$ cat src/rtl/tdc_pkg.sv
// Shared definitions for the TDC result path: word geometry, the default
// sync header byte and the FIFO reader state encoding.
package tdc_pkg;

  localparam int         TDC_WORD_W     = 48;
  localparam int         TDC_WORD_BYTES = 6;
  localparam logic [7:0] TDC_SYNC_BYTE  = 8'hA5;

  typedef enum logic [2:0] {
    IDLE,
    POP,
    POP_WAIT,
    LOAD,
    HDR,
    SEND,
    GUARD,
    WAIT_TX
  } reader_state_t;

endpackage

$ cat src/rtl/tdc_word_serializer.sv
// Holds one popped FIFO word and presents it a byte at a time, LSB first.
// load captures a word and clears the byte counter, shift drops the byte
// just sent, advance steps the byte counter, last flags the final byte.
module tdc_word_serializer
  import tdc_pkg::*;
#(
  parameter int DATA_WIDTH     = TDC_WORD_W,
  parameter int BYTES_PER_WORD = DATA_WIDTH / 8
) (
  input  logic                  clk,
  input  logic                  rst,
  input  logic                  load,
  input  logic                  shift,
  input  logic                  advance,
  input  logic [DATA_WIDTH-1:0] data,
  output logic [7:0]            byte_out,
  output logic                  last
);

  localparam int CNT_W = (BYTES_PER_WORD > 1) ? $clog2(BYTES_PER_WORD) : 1;

  logic [DATA_WIDTH-1:0] shreg;
  logic [CNT_W-1:0]      byte_cnt;

  // Shift register and byte counter; load wins over shift/advance.
  always_ff @(posedge clk or posedge rst) begin
    if (rst) begin
      shreg    <= '0;
      byte_cnt <= '0;
    end else if (load) begin
      shreg    <= data;
      byte_cnt <= '0;
    end else begin
      if (shift)   shreg    <= {8'h00, shreg[DATA_WIDTH-1:8]};
      if (advance) byte_cnt <= byte_cnt + 1'b1;
    end
  end

  assign byte_out = shreg[7:0];
  assign last     = (byte_cnt == CNT_W'(BYTES_PER_WORD - 1));

endmodule

$ cat src/rtl/tdc_fifo_reader.sv
// Consumer of the TDC result FIFO: pops one 48-bit word, then feeds its bytes
// (LSB first) to the UART transmitter over a new_data/busy handshake.
// Handshake: tx_new_data is a one-cycle strobe issued only when tx_busy was
// sampled low; the cycle after a strobe ignores tx_busy so the transmitter
// has time to raise it, then the next byte waits for tx_busy low again.
// Optional macro TDC_SYNC_HEADER_EN prefixes every frame with SYNC_BYTE.
module tdc_fifo_reader
  import tdc_pkg::*;
#(
  parameter int DATA_WIDTH     = TDC_WORD_W,
  parameter int BYTES_PER_WORD = DATA_WIDTH / 8
`ifdef TDC_SYNC_HEADER_EN
  , parameter logic [7:0] SYNC_BYTE = TDC_SYNC_BYTE
`endif
) (
  input  logic                  clk,
  input  logic                  rst,
  input  logic                  enable,
  input  logic                  fifo_empty,
  input  logic [DATA_WIDTH-1:0] fifo_dout,
  output logic                  fifo_rd_en,
  input  logic                  tx_busy,
  output logic [7:0]            tx_data,
  output logic                  tx_new_data,
  output logic [15:0]           words_sent,
  output logic                  reader_busy
);

  reader_state_t state, state_next;
  logic          rd_en_next;
  logic          new_data_next;
  logic [7:0]    data_next;
  logic [15:0]   words_next;
  logic          ser_load, ser_shift, ser_advance, ser_last;
  logic [7:0]    ser_byte;

`ifdef TDC_SYNC_HEADER_EN
  // High between emitting the header and starting data byte 0.
  logic          hdr_phase;
  logic          hdr_set, hdr_clr;
`endif

  tdc_word_serializer #(
    .DATA_WIDTH     (DATA_WIDTH),
    .BYTES_PER_WORD (BYTES_PER_WORD)
  ) u_serializer (
    .clk      (clk),
    .rst      (rst),
    .load     (ser_load),
    .shift    (ser_shift),
    .advance  (ser_advance),
    .data     (fifo_dout),
    .byte_out (ser_byte),
    .last     (ser_last)
  );

  // State register plus the registered outputs computed alongside next state.
  always_ff @(posedge clk or posedge rst) begin
    if (rst) begin
      state       <= IDLE;
      fifo_rd_en  <= 1'b0;
      tx_new_data <= 1'b0;
      tx_data     <= 8'h00;
      words_sent  <= 16'h0000;
      reader_busy <= 1'b0;
    end else begin
      state       <= state_next;
      fifo_rd_en  <= rd_en_next;
      tx_new_data <= new_data_next;
      tx_data     <= data_next;
      words_sent  <= words_next;
      reader_busy <= (state_next != IDLE);
    end
  end

`ifdef TDC_SYNC_HEADER_EN
  // Remembers that the byte in flight is the header, not a data byte.
  always_ff @(posedge clk or posedge rst) begin
    if (rst)          hdr_phase <= 1'b0;
    else if (hdr_set) hdr_phase <= 1'b1;
    else if (hdr_clr) hdr_phase <= 1'b0;
  end
`endif

  // Next-state and output decode; every output defaults to hold or idle.
  always_comb begin
    state_next    = state;
    rd_en_next    = 1'b0;
    new_data_next = 1'b0;
    data_next     = tx_data;
    words_next    = words_sent;
    ser_load      = 1'b0;
    ser_shift     = 1'b0;
    ser_advance   = 1'b0;
`ifdef TDC_SYNC_HEADER_EN
    hdr_set       = 1'b0;
    hdr_clr       = 1'b0;
`endif
    case (state)
      IDLE: begin
        if (enable && !fifo_empty) begin
          state_next = POP;
          rd_en_next = 1'b1;
        end
      end
      POP:      state_next = POP_WAIT;
      POP_WAIT: state_next = LOAD;
      LOAD: begin
        ser_load = 1'b1;
`ifdef TDC_SYNC_HEADER_EN
        state_next = HDR;
`else
        state_next = SEND;
`endif
      end
`ifdef TDC_SYNC_HEADER_EN
      HDR: begin
        if (!tx_busy) begin
          data_next     = SYNC_BYTE;
          new_data_next = 1'b1;
          hdr_set       = 1'b1;
          state_next    = GUARD;
        end
      end
`endif
      SEND: begin
        if (!tx_busy) begin
          data_next     = ser_byte;
          new_data_next = 1'b1;
          ser_shift     = 1'b1;
          state_next    = GUARD;
        end
      end
      GUARD: state_next = WAIT_TX;
      WAIT_TX: begin
        if (!tx_busy) begin
`ifdef TDC_SYNC_HEADER_EN
          if (hdr_phase) begin
            hdr_clr    = 1'b1;
            state_next = SEND;
          end else
`endif
          if (ser_last) begin
            words_next = words_sent + 16'd1;
            state_next = IDLE;
          end else begin
            ser_advance = 1'b1;
            state_next  = SEND;
          end
        end
      end
      default: state_next = IDLE;
    endcase
  end

endmodule

$ cat config.mk
export PLATFORM = sky130hd
export DESIGN_NAME = tdc_fifo_reader
export DESIGN_NICKNAME = d
export VERILOG_FILES = /design/src/rtl/tdc_pkg.sv /design/src/rtl/tdc_word_serializer.sv /design/src/rtl/tdc_fifo_reader.sv
export SDC_FILE = /design/constraint.sdc
export NUM_CORES = 1
export LEC_CHECK = 0
export ABC_CLOCK_PERIOD_IN_PS = 3200
export BUFFER_PORTS_ARGS = -buffer_cell sky130_fd_sc_hd__buf_2
export CORE_MARGIN = 2
export CORE_UTILIZATION = 58
export DETAILED_ROUTE_END_ITERATION = 10
export PLACE_DENSITY = 0.85
export SLEW_MARGIN = 30
export SYNTH_ARGS = -nofsm -noshare
export SYNTH_HDL_FRONTEND = slang
export SYNTH_HIERARCHICAL = 1
export SYNTH_SLANG_ARGS = --single-unit
$ cat constraint.sdc
create_clock -name clk -period 3.2 [get_ports clk]
set_clock_uncertainty 0.1 [all_clocks]
set_input_delay 0.48 -clock clk [delete_from_list [all_inputs] [get_ports clk]]
set_output_delay 0.48 -clock clk [all_outputs]
set_load 0.1 [all_outputs]
==> results of run 1 <==
worst min-delay path by stage:
stage,from,end,slack (ns)
finish,rst,u_serializer/shreg[22]$_DFFE_PP0P_,0.12
global route,rst,u_serializer/shreg[18]$_DFFE_PP0P_,0.16
CTS,rst,u_serializer/shreg[15]$_DFFE_PP0P_,0.13
detailed placement,words_sent[15]$_DFFE_PP0P_,words_sent[15]$_DFFE_PP0P_,0.38
global placement,words_sent[15]$_DFFE_PP0P_,words_sent[15]$_DFFE_PP0P_,0.35
floorplan,u_serializer/byte_cnt[2]$_DFFE_PP0P_,u_serializer/byte_cnt[2]$_DFFE_PP0P_,0.41
cell families (layout without fill, tap and decap cells):
kind of cell,Yosys count,after routing,synth area share (%)
XOR/XNOR,17,17,4.01
AO/OA/AOI/OAI,56,56,7.92
buffers and inverters,34,106,5.56
multiplexers,49,49,13.5
flip-flops,81,81,54.6
AND/OR/NAND/NOR,99,99,13.4
adder cells (fa/ha/maj),3,3,1.01
synthesized netlist by cell type (2+ instances only):
master    instances
nand2b_1          8
buf_6             4
buf_2             9
nand4_1           3
nor3_1            5
a21oi_1           2
ha_1              3
buf_4            10
and2_1            3
o21ai_1          34
xnor2_1           9
dfrtp_1          81
nor2_1            6
nand3_1           6
nand2_1          57
mux2i_1          40
clkbuf_1          4
mux2_2            9
and3_1            3
xor2_1            8
inv_1             7
o21ai_0          16
area by class of cell:
| cell class | instances | share of cell area (%) |
|---|---|---|
| clock buffer | 10 | 3.24 |
| clock inverter | 6 | 1.18 |
| inverter | 7 | 0.676 |
| multi-input combinational | 224 | 35.0 |
| sequential | 81 | 47.6 |
| tap | 77 | 2.26 |
| timing repair buffer | 83 | 10.0 |
critical path, cell delays in order, from the launching register on:
cell and delay [ns]:
dfrtp_1 0.51, nand2_1 0.14, nor2_4 0.09, buf_4 0.64, nand2b_1 0.19, o21ai_0 0.07
sequential cells by signal, indices dropped and copies added, names as in the netlist:
name                   count
u_serializer/shreg        48
u_serializer/byte_cnt      3
reader_busy                1
tx_data                    8
state                      3
tx_new_data                1
words_sent                16
fifo_rd_en                 1
metal layers:
metal,vias up,part of all wire (%),GRT usage [%]
li1,1275,-,-
met1,1214,46,30.4
met2,76,48,30.6
met3,11,4.6,4.85
met4,0,1.8,9.38
met5,-,0,0
stage by stage:
stage / hold WS, ns / total power [mW] / instance area, µm² / util [%]
finish: 0.118 / 3.76 / 4250 / 67.8
detailed placement: 0.376 / 3.09 / 4070 / 64.8
CTS: 0.133 / 3.79 / 4250 / 67.8
floorplan: 0.412 / 2.88 / 3710 / -
global route: 0.162 / 4.00 / 4250 / 67.8
global placement: 0.354 / 3.00 / 4060 / 64.7
power by group through the flow:
| stage | clock, mW | combinational, mW | sequential [mW] |
|---|---|---|---|
| 2_1_floorplan | 0 | 0.888 | 1.99 |
| 3_3_place_gp | 0 | 1.37 | 1.64 |
| 3_5_place_dp | 0 | 1.43 | 1.66 |
| 4_1_cts | 0.710 | 1.43 | 1.64 |
| 5_1_grt | 0.759 | 1.55 | 1.69 |
| 6_report | 0.697 | 1.42 | 1.64 |
==> results.sh, run 1 <==
export IMPL_synth_fp_nets=395
export IMPL_period_share_pct=59.4
export IMPL_power_density_mw_per_mm2=884
export IMPL_ir_drop_v=0.000534
export IMPL_synth_largest_area_cell="dfrtp_1"
export IMPL_vias_per_cell=5.28
export IMPL_synth_main_ff_cell="dfrtp_1"
export IMPL_wl_per_cell_um=14.3
export IMPL_crit_path_end="u_serializer/shreg[42]$_DFFE_PP0P_"
export IMPL_clock_path_buffers=2
export IMPL_cts_root_buf="clkbuf_8"
export IMPL_grt_max_degree=100
export IMPL_p_clk_share_pct=18.5
export IMPL_drc=0
export IMPL_crit_required_ns=3.32
export IMPL_maxCapViolations=0
export IMPL_reg2reg_slack_ns=1.30
export IMPL_ant_nets=0
export IMPL_setup_viol=0
export IMPL_r2r_end="u_serializer/shreg[42]$_DFFE_PP0P_"
export IMPL_num_antenna_cells=0
export IMPL_dp_cells=472
export IMPL_yosysWarnings=6
export IMPL_wirelength_um=6980
export IMPL_synth_avg_cell_area_um2=11.0
export IMPL_die_w_um=84.0
export IMPL_htreeDepth=3
export IMPL_drive_gt1_share_pct=28.2
export IMPL_clk_latency_ns=0.36
export IMPL_cts_tree="built"
export IMPL_tns_ns=0
export IMPL_p_int_mw=2.18
export IMPL_drt_iter0_drc=201
export IMPL_layout_commonest_cell="dfrtp_1"
export IMPL_reg2reg_from="state[1]$_DFF_PP0_"
export IMPL_power_frac_seq_pct=43.7
export IMPL_grt_pass1_vias=2332
export IMPL_ctsResizeCount=0
export IMPL_layout_cells_non_filler=488
export IMPL_grt_pass1_wl_um=11600
export IMPL_rsz0062_at_grt="false"
export IMPL_die_area_mm2=0.00706
export IMPL_period_minus_slack_ns=1.90
export IMPL_pwr_share_comb_pct=37.7
export IMPL_hold_class="primary input to async pin"
export IMPL_post_place_ws_ns=1.30
export IMPL_syn_to_final_growth_pct=14.5
export IMPL_synthesis_area_mm2=0.00371
export IMPL_placementRows=29
export IMPL_cts_hold_buf=0
export IMPL_dr_pass1_iters=4
export IMPL_tightest_slew_ns=0.828
export IMPL_io_pins=80
export IMPL_clock_sinks=81
export IMPL_synth_seq_cells=81
export IMPL_floorplan_initialDensity_pct=59.2
export IMPL_crit_fanout=99
export IMPL_num_vias=2576
export IMPL_slew_headroom_pct=44.8
export IMPL_netlist_top_cells_area="dfrtp_1 55%, mux2i_1 11%, nand2_1 5.8%, o21ai_1 4.6%, mux2_2 2.7%"
export IMPL_synth_cell_types=34
export IMPL_synth_edf_count=0
export IMPL_worstSetupStartpoint="state[1]$_DFF_PP0_"
export IMPL_overflow=0
export IMPL_r2r_cells=5
export IMPL_gp_congestion=0.793
export IMPL_fill_cells=474
export IMPL_critPathKind="flop to flop"
export IMPL_p_leak_nw=2.01
export IMPL_grt_usage_pct=21.1
export IMPL_synth_top_area_share_pct=54.6
export IMPL_layout_setup_ws_ns=1.30
export IMPL_fin_nets=462
export IMPL_p_switching_mw=1.58
export IMPL_ff_latch_area_mm2=0.00203
export IMPL_switching_share_pct=42.0
export IMPL_endpoint_kind="flop"
export IMPL_crit_arrival_ns=2.02
export IMPL_cts_setup_buffers=0
export IMPL_synth_seq_area_share_pct=54.6
export IMPL_slew_violations=0
export IMPL_clk_pin_slew_ns=0.09
export IMPL_multi_input_area_mm2=0.00149
export IMPL_status="finished clean"
export IMPL_die_h_um=84.0
export IMPL_clock_fmax_mhz=527
export IMPL_final_cell_mix="81 x dfrtp_1, 79 x buf_2, 57 x nand2_1"
export IMPL_cts_buffers=9
export IMPL_core_region_area_mm2=0.00628
export IMPL_start_kind="flop"
export IMPL_hold_viol=0
export IMPL_async_flop_share_pct=100
export IMPL_syn_inst=339
export IMPL_hpwl_um=4850
export IMPL_antenna_found_initial=0
export IMPL_io_buffers=79
Note: power is estimated with default switching activity, not from simulation.
==> inputs of run 2 (changes only) <==
--- a/config.mk
+++ b/config.mk
@@ -5,12 +5,12 @@
 export SDC_FILE = /design/constraint.sdc
 export NUM_CORES = 1
 export LEC_CHECK = 0
-export ABC_CLOCK_PERIOD_IN_PS = 3200
+export ABC_CLOCK_PERIOD_IN_PS = 1800
 export BUFFER_PORTS_ARGS = -buffer_cell sky130_fd_sc_hd__buf_2
 export CORE_MARGIN = 2
-export CORE_UTILIZATION = 58
+export CORE_UTILIZATION = 54
 export DETAILED_ROUTE_END_ITERATION = 10
-export PLACE_DENSITY = 0.85
+export PLACE_DENSITY = 0.8
 export SLEW_MARGIN = 30
 export SYNTH_ARGS = -nofsm -noshare
 export SYNTH_HDL_FRONTEND = slang
==> constraint.sdc (replaced) <==
create_clock -name clk -period 1.8 [get_ports clk]
set_clock_uncertainty 0.1 [all_clocks]
set_input_delay 0.27 -clock clk [delete_from_list [all_inputs] [get_ports clk]]
set_output_delay 0.27 -clock clk [all_outputs]
set_load 0.1 [all_outputs]
==> results.sh, run 2 (synthesized netlist as in run 1, its figures left out) <==
export IMPL_cts_root_buf="clkbuf_8"
export IMPL_p_leak_nw=2.08
export IMPL_fill_cells=517
export IMPL_start_kind="flop"
export IMPL_met1_usage_pct=28.5
export IMPL_period_minus_slack_ns=1.72
export IMPL_cts_buffers=9
export IMPL_cp_depth=5
export IMPL_hold_viol=0
export IMPL_slew_violations=0
export IMPL_p_switching_mw=2.85
export IMPL_syn_to_final_growth_pct=20.4
export IMPL_hold_class="primary input to flop"
export IMPL_die_area_mm2=0.00756
export IMPL_cp_slowest_cell="dfrtp_1"
export IMPL_switching_share_pct=39.3
export IMPL_vias_per_cell=5.25
export IMPL_clock_sinks=81
export IMPL_clk_pin_slew_ns=0.09
export IMPL_crit_arrival_ns=1.86
export IMPL_slowest_delay_ns=0.47
export IMPL_num_antenna_cells=0
export IMPL_cpLargestDelayFamily="flip-flops"
export IMPL_grt_usage_pct=20.5
export IMPL_met2_usage_pct=31.1
export IMPL_p_total_mw=7.26
export IMPL_ant_nets=0
export IMPL_num_vias=2616
export IMPL_io_buffers=79
export IMPL_htreeDepth=3
export IMPL_largest_reg_flops=48
export IMPL_placed_cell_area_mm2=0.00416
export IMPL_tightest_slew_ns=0.508
export IMPL_status="finished clean"
export IMPL_drc=0
export IMPL_clock_path_buffers=2
export IMPL_setup_viol=0
export IMPL_die_w_um=86.9
export IMPL_power_density_mw_per_mm2=1620
export IMPL_ir_drop_v=0.000709
export IMPL_core_region_area_mm2=0.00672
export IMPL_dr_pass1_iters=4
export IMPL_fin_nets=469
export IMPL_crit_chain="nand2_1, nor3_4, buf_12, buf_12, mux2_2"
export IMPL_crit_fanout=21
export IMPL_grt_busiest_layer="met2"
export IMPL_slew_headroom_pct=66.3
export IMPL_gp_congestion=0.789
export IMPL_layout_commonest_cell="buf_2"
export IMPL_drive_gt1_share_pct=32.3
export IMPL_wirelength_um=7330
export IMPL_period_share_pct=95.3
export IMPL_clk_latency_ns=0.36
export IMPL_io_pins=80
export IMPL_p_clk_share_pct=22.6
export IMPL_grt_pass1_wl_um=11800
export IMPL_crit_required_ns=1.94
export IMPL_final_cell_mix="79 x buf_2, 69 x dfrtp_1, 57 x nand2_1"
export IMPL_floorplan_initialDensity_pct=55.3
export IMPL_die_h_um=86.9
export IMPL_wl_per_cell_um=14.7
export IMPL_endpoint_kind="flop"
export IMPL_clock_fmax_mhz=583
export IMPL_placementRows=30
export IMPL_largestRegisters="u_serializer/shreg x48, words_sent x16, tx_data x8"
export IMPL_maxCapViolations=0
export IMPL_antenna_found_initial=0
export IMPL_largest_register="u_serializer/shreg"
export IMPL_crit_path_end="tx_data[3]$_DFFE_PP0P_"
export IMPL_grt_pass1_vias=2469
export IMPL_overflow=0
export IMPL_power_frac_seq_pct=40.0
export IMPL_worstSetupStartpoint="state[0]$_DFF_PP0_"
export IMPL_pwr_share_comb_pct=37.5
export IMPL_post_route_cell_area_mm2=0.00447
export IMPL_grt_max_degree=78
export IMPL_crit_top_cell="buf_12"
export IMPL_p_int_mw=4.41
export IMPL_drt_iter0_drc=98
export IMPL_reg2reg_from="state[0]$_DFF_PP0_"
export IMPL_hpwl_um=5050
export IMPL_r2r_end="tx_data[3]$_DFFE_PP0P_"
export IMPL_r2r_cells=5
export IMPL_reg2reg_slack_ns=0.08
export IMPL_cp_num_buf_inv=2
export IMPL_cts_tree="built"
export IMPL_use_met3_pct=4.27
export IMPL_critPathKind="flop to flop"
==> run 2: how the worst min path moves through the flow <==
stage	startpoint	endpoint	slack [ns]	cells after the start
floorplan	rst	fifo_rd_en$_DFF_PP0_	0.26	1
global placement	rst	u_serializer/shreg[4]$_DFFE_PP0P_	0.17	2
detailed placement	rst	u_serializer/shreg[4]$_DFFE_PP0P_	0.18	2
CTS	fifo_dout[35]	u_serializer/shreg[35]$_DFFE_PP0P_	0.002	3
global route	fifo_dout[8]	u_serializer/shreg[8]$_DFFE_PP0P_	0.009	3
finish	fifo_dout[35]	u_serializer/shreg[35]$_DFFE_PP0P_	0.008	3
==> run 2: area by class of cell <==
type	count	area, µm²	area share [%]
clock buffers	10	138	3.08
clock inverters	6	115	2.57
inverters	7	26.3	0.587
multi-input cells	224	1490	33.3
flip-flops and latches	81	2040	45.7
well taps	80	100	2.24
repair buffers	90	561	12.5
==> run 2: routing by layer <==
layer  part of all wire, %  wire length [µm]  vias up
met5                     0                 0        -
met4                   1.9               138        0
met3                   3.9               283       11
met1                    45              3270     1267
met2                    50              3640       53
li1                      -                 -     1285
==> run 2: power by group through the flow <==
stage / registers (mW) / clock network (mW) / logic, mW
5_1_grt: 2.99 / 1.74 / 2.96
2_1_floorplan: 3.54 / 0 / 1.58
6_report: 2.90 / 1.64 / 2.72
4_1_cts: 2.91 / 1.67 / 2.67
3_3_place_gp: 2.90 / 0 / 2.56
3_5_place_dp: 2.94 / 0 / 2.65
==> run 2: through the flow <==
step / TNS, ns / instances / hold slack (ns) / utilization [%] / worst slack [ns]
6_report: 0 / 498 / 0.00826 / 66.6 / 0.0845
5_1_grt: -0.00162 / 498 / 0.00920 / 66.6 / -0.00162
4_1_cts: 0 / 496 / 0.00183 / 65.9 / 0.0527
3_5_place_dp: 0 / 479 / 0.181 / 62.0 / 0.133
3_3_place_gp: 0 / 479 / 0.173 / 62.0 / 0.196
2_1_floorplan: 0 / 339 / 0.260 / - / 0.00723
==> run 2: timing repair <==
item | in CTS | in global routing
setup endpoints to repair | 0 | 4
buffers inserted | 0 | 1
hold buffers | 1 | 0
resized for setup | 0 | 1
endpoints found under the hold margin | 45 | 0
==> run 2: worst min-delay path, stage by stage <==
cell and delay [ns]:
buf_2 0.07, nand2_1 0.04, o21ai_0 0.05
==> inputs of run 3 (changes only) <==
--- a/config.mk
+++ b/config.mk
@@ -10,7 +10,7 @@
 export CORE_MARGIN = 2
 export CORE_UTILIZATION = 54
 export DETAILED_ROUTE_END_ITERATION = 10
-export PLACE_DENSITY = 0.8
+export PLACE_DENSITY = 0.85
 export SLEW_MARGIN = 30
 export SYNTH_ARGS = -nofsm -noshare
 export SYNTH_HDL_FRONTEND = slang
==> results.sh, run 3 (synthesized netlist as in run 1, its figures left out) <==
export IMPL_endpoint_kind="flop"
export IMPL_overflow=0
export IMPL_core_region_area_mm2=0.00672
export IMPL_io_pins=80
export IMPL_clk_pin_slew_ns=0.09
export IMPL_drc=0
export IMPL_grt_pass1_vias=2361
export IMPL_num_vias=2548
export IMPL_setup_viol=0
export IMPL_hpwl_um=4800
export IMPL_slew_violations=0
export IMPL_largest_reg_flops=48
export IMPL_grt_pass1_wl_um=10800
export IMPL_crit_arrival_ns=1.86
export IMPL_dr_pass1_iters=4
export IMPL_final_cell_mix="79 x buf_2, 69 x dfrtp_1, 57 x nand2_1"
export IMPL_status="finished clean"
export IMPL_period_share_pct=96.0
export IMPL_wl_per_cell_um=13.8
export IMPL_tns_ns=0
export IMPL_num_antenna_cells=0
export IMPL_clock_sinks=81
export IMPL_fin_nets=465
export IMPL_start_kind="flop"
export IMPL_htreeDepth=3
export IMPL_largestRegisters="u_serializer/shreg x48, words_sent x16, tx_data x8"
export IMPL_ir_drop_v=0.000631
export IMPL_maxCapViolations=0
export IMPL_tightest_slew_ns=0.520
export IMPL_die_area_mm2=0.00756
export IMPL_critPathKind="flop to flop"
export IMPL_fill_cells=523
export IMPL_wirelength_um=6820
export IMPL_die_h_um=86.9
export IMPL_slew_headroom_pct=65.3
export IMPL_ant_nets=0
export IMPL_cts_buffers=9
export IMPL_placementRows=30
export IMPL_vias_per_cell=5.16
export IMPL_cts_root_buf="clkbuf_8"
export IMPL_io_buffers=79
export IMPL_hold_class="primary input to flop"
export IMPL_crit_required_ns=1.93
export IMPL_rsz0062_at_grt="false"
export IMPL_die_w_um=86.9
export IMPL_hold_viol=0
export IMPL_drt_iter0_drc=141
export IMPL_grt_max_degree=59
export IMPL_p_leak_nw=2.04
export IMPL_clock_fmax_mhz=578
export IMPL_cts_setup_buffers=0
export IMPL_crit_fanout=57
export IMPL_floorplan_initialDensity_pct=55.3
export IMPL_syn_to_final_growth_pct=18.2
export IMPL_gp_congestion=0.738
export IMPL_largest_register="u_serializer/shreg"
export IMPL_drive_gt1_share_pct=31.6
export IMPL_power_density_mw_per_mm2=1590
export IMPL_antenna_found_initial=0
export IMPL_clk_latency_ns=0.35
export IMPL_period_minus_slack_ns=1.73
export IMPL_cts_tree="built"
export IMPL_fin_util_pct=65.3
export IMPL_layout_commonest_cell="buf_2"
export IMPL_clock_path_buffers=2
export IMPL_grt_usage_pct=18.4
[run 3: cell count changes in the layout (fill, tap and decap cells not counted), sizes merged]
cell	previous run	this run
buf	88	85
bufinv	3	2
clkbuf	11	10
inv	7	8
[run 3: stage by stage]
stage               hold slack [ns]  instances  power, mW  instance area, µm²  worst slack [ns]
CTS                         0.00957        494       7.05                4390            0.0734
detailed placement            0.173        477       5.56                4150            0.0836
floorplan                     0.260        339       5.12                3730           0.00723
global placement              0.165        477       5.43                4150             0.161
global route                 0.0345        494       7.42                4390            0.0114
finish                       0.0247        494       6.99                4390            0.0713
[run 3: layout make-up]
class,count,area [µm²],area share [%]
sequential,81,2040,46.5
multi-input combinational,224,1490,34.0
timing repair buffer,86,500,11.4
clock buffer,10,138,3.13
tap,80,100,2.28
clock inverter,6,90.1,2.05
inverter,7,26.3,0.598
[run 3: final timing paths]
check	from	end	slack, ns	depth (start not counted)
setup / recovery	state[2]$_DFF_PP0_	tx_data[2]$_DFFE_PP0P_	0.07	4
hold / removal	fifo_dout[46]	u_serializer/shreg[46]$_DFFE_PP0P_	0.02	3
setup reg to reg	state[2]$_DFF_PP0_	tx_data[2]$_DFFE_PP0P_	0.07	4
hold reg to reg	words_sent[10]$_DFFE_PP0P_	words_sent[10]$_DFFE_PP0P_	0.38	1
max in group asynchronous	rst	words_sent[6]$_DFFE_PP0P_	0.65	4
min in group asynchronous	rst	tx_data[0]$_DFFE_PP0P_	0.34	3
[run 3: power by group]
part | switching [mW] | internal, mW | total, mW
logic | 1.70 | 0.908 | 2.61
clock network | 0.658 | 0.824 | 1.48
registers | 0.422 | 2.48 | 2.91
[run 3: repair_timing]
| action | 4_1_cts | 5_1_grt |
|---|---|---|
| hold buffers | 1 | 0 |
| hold endpoints to repair | 32 | 0 |
| endpoints found under the setup margin | 0 | 1 |
| resized for setup | 0 | 1 |
[run 3: worst max-delay path, cell delays in order, from the launching register on]
cell and delay [ns]:
dfrtp_1 0.47, nand2_1 0.13, nor3_4 0.17, buf_12 0.33
mux2_2 0.38
[run 3: metal layers]
layer / vias to the layer above / routed length [µm] / GRT usage (%)
met4: 0 / 166 / 10.1
met5: - / 0 / 0
li1: 1282 / - / -
met1: 1202 / 3200 / 25.3
met2: 52 / 3250 / 28.0
met3: 12 / 199 / 2.65
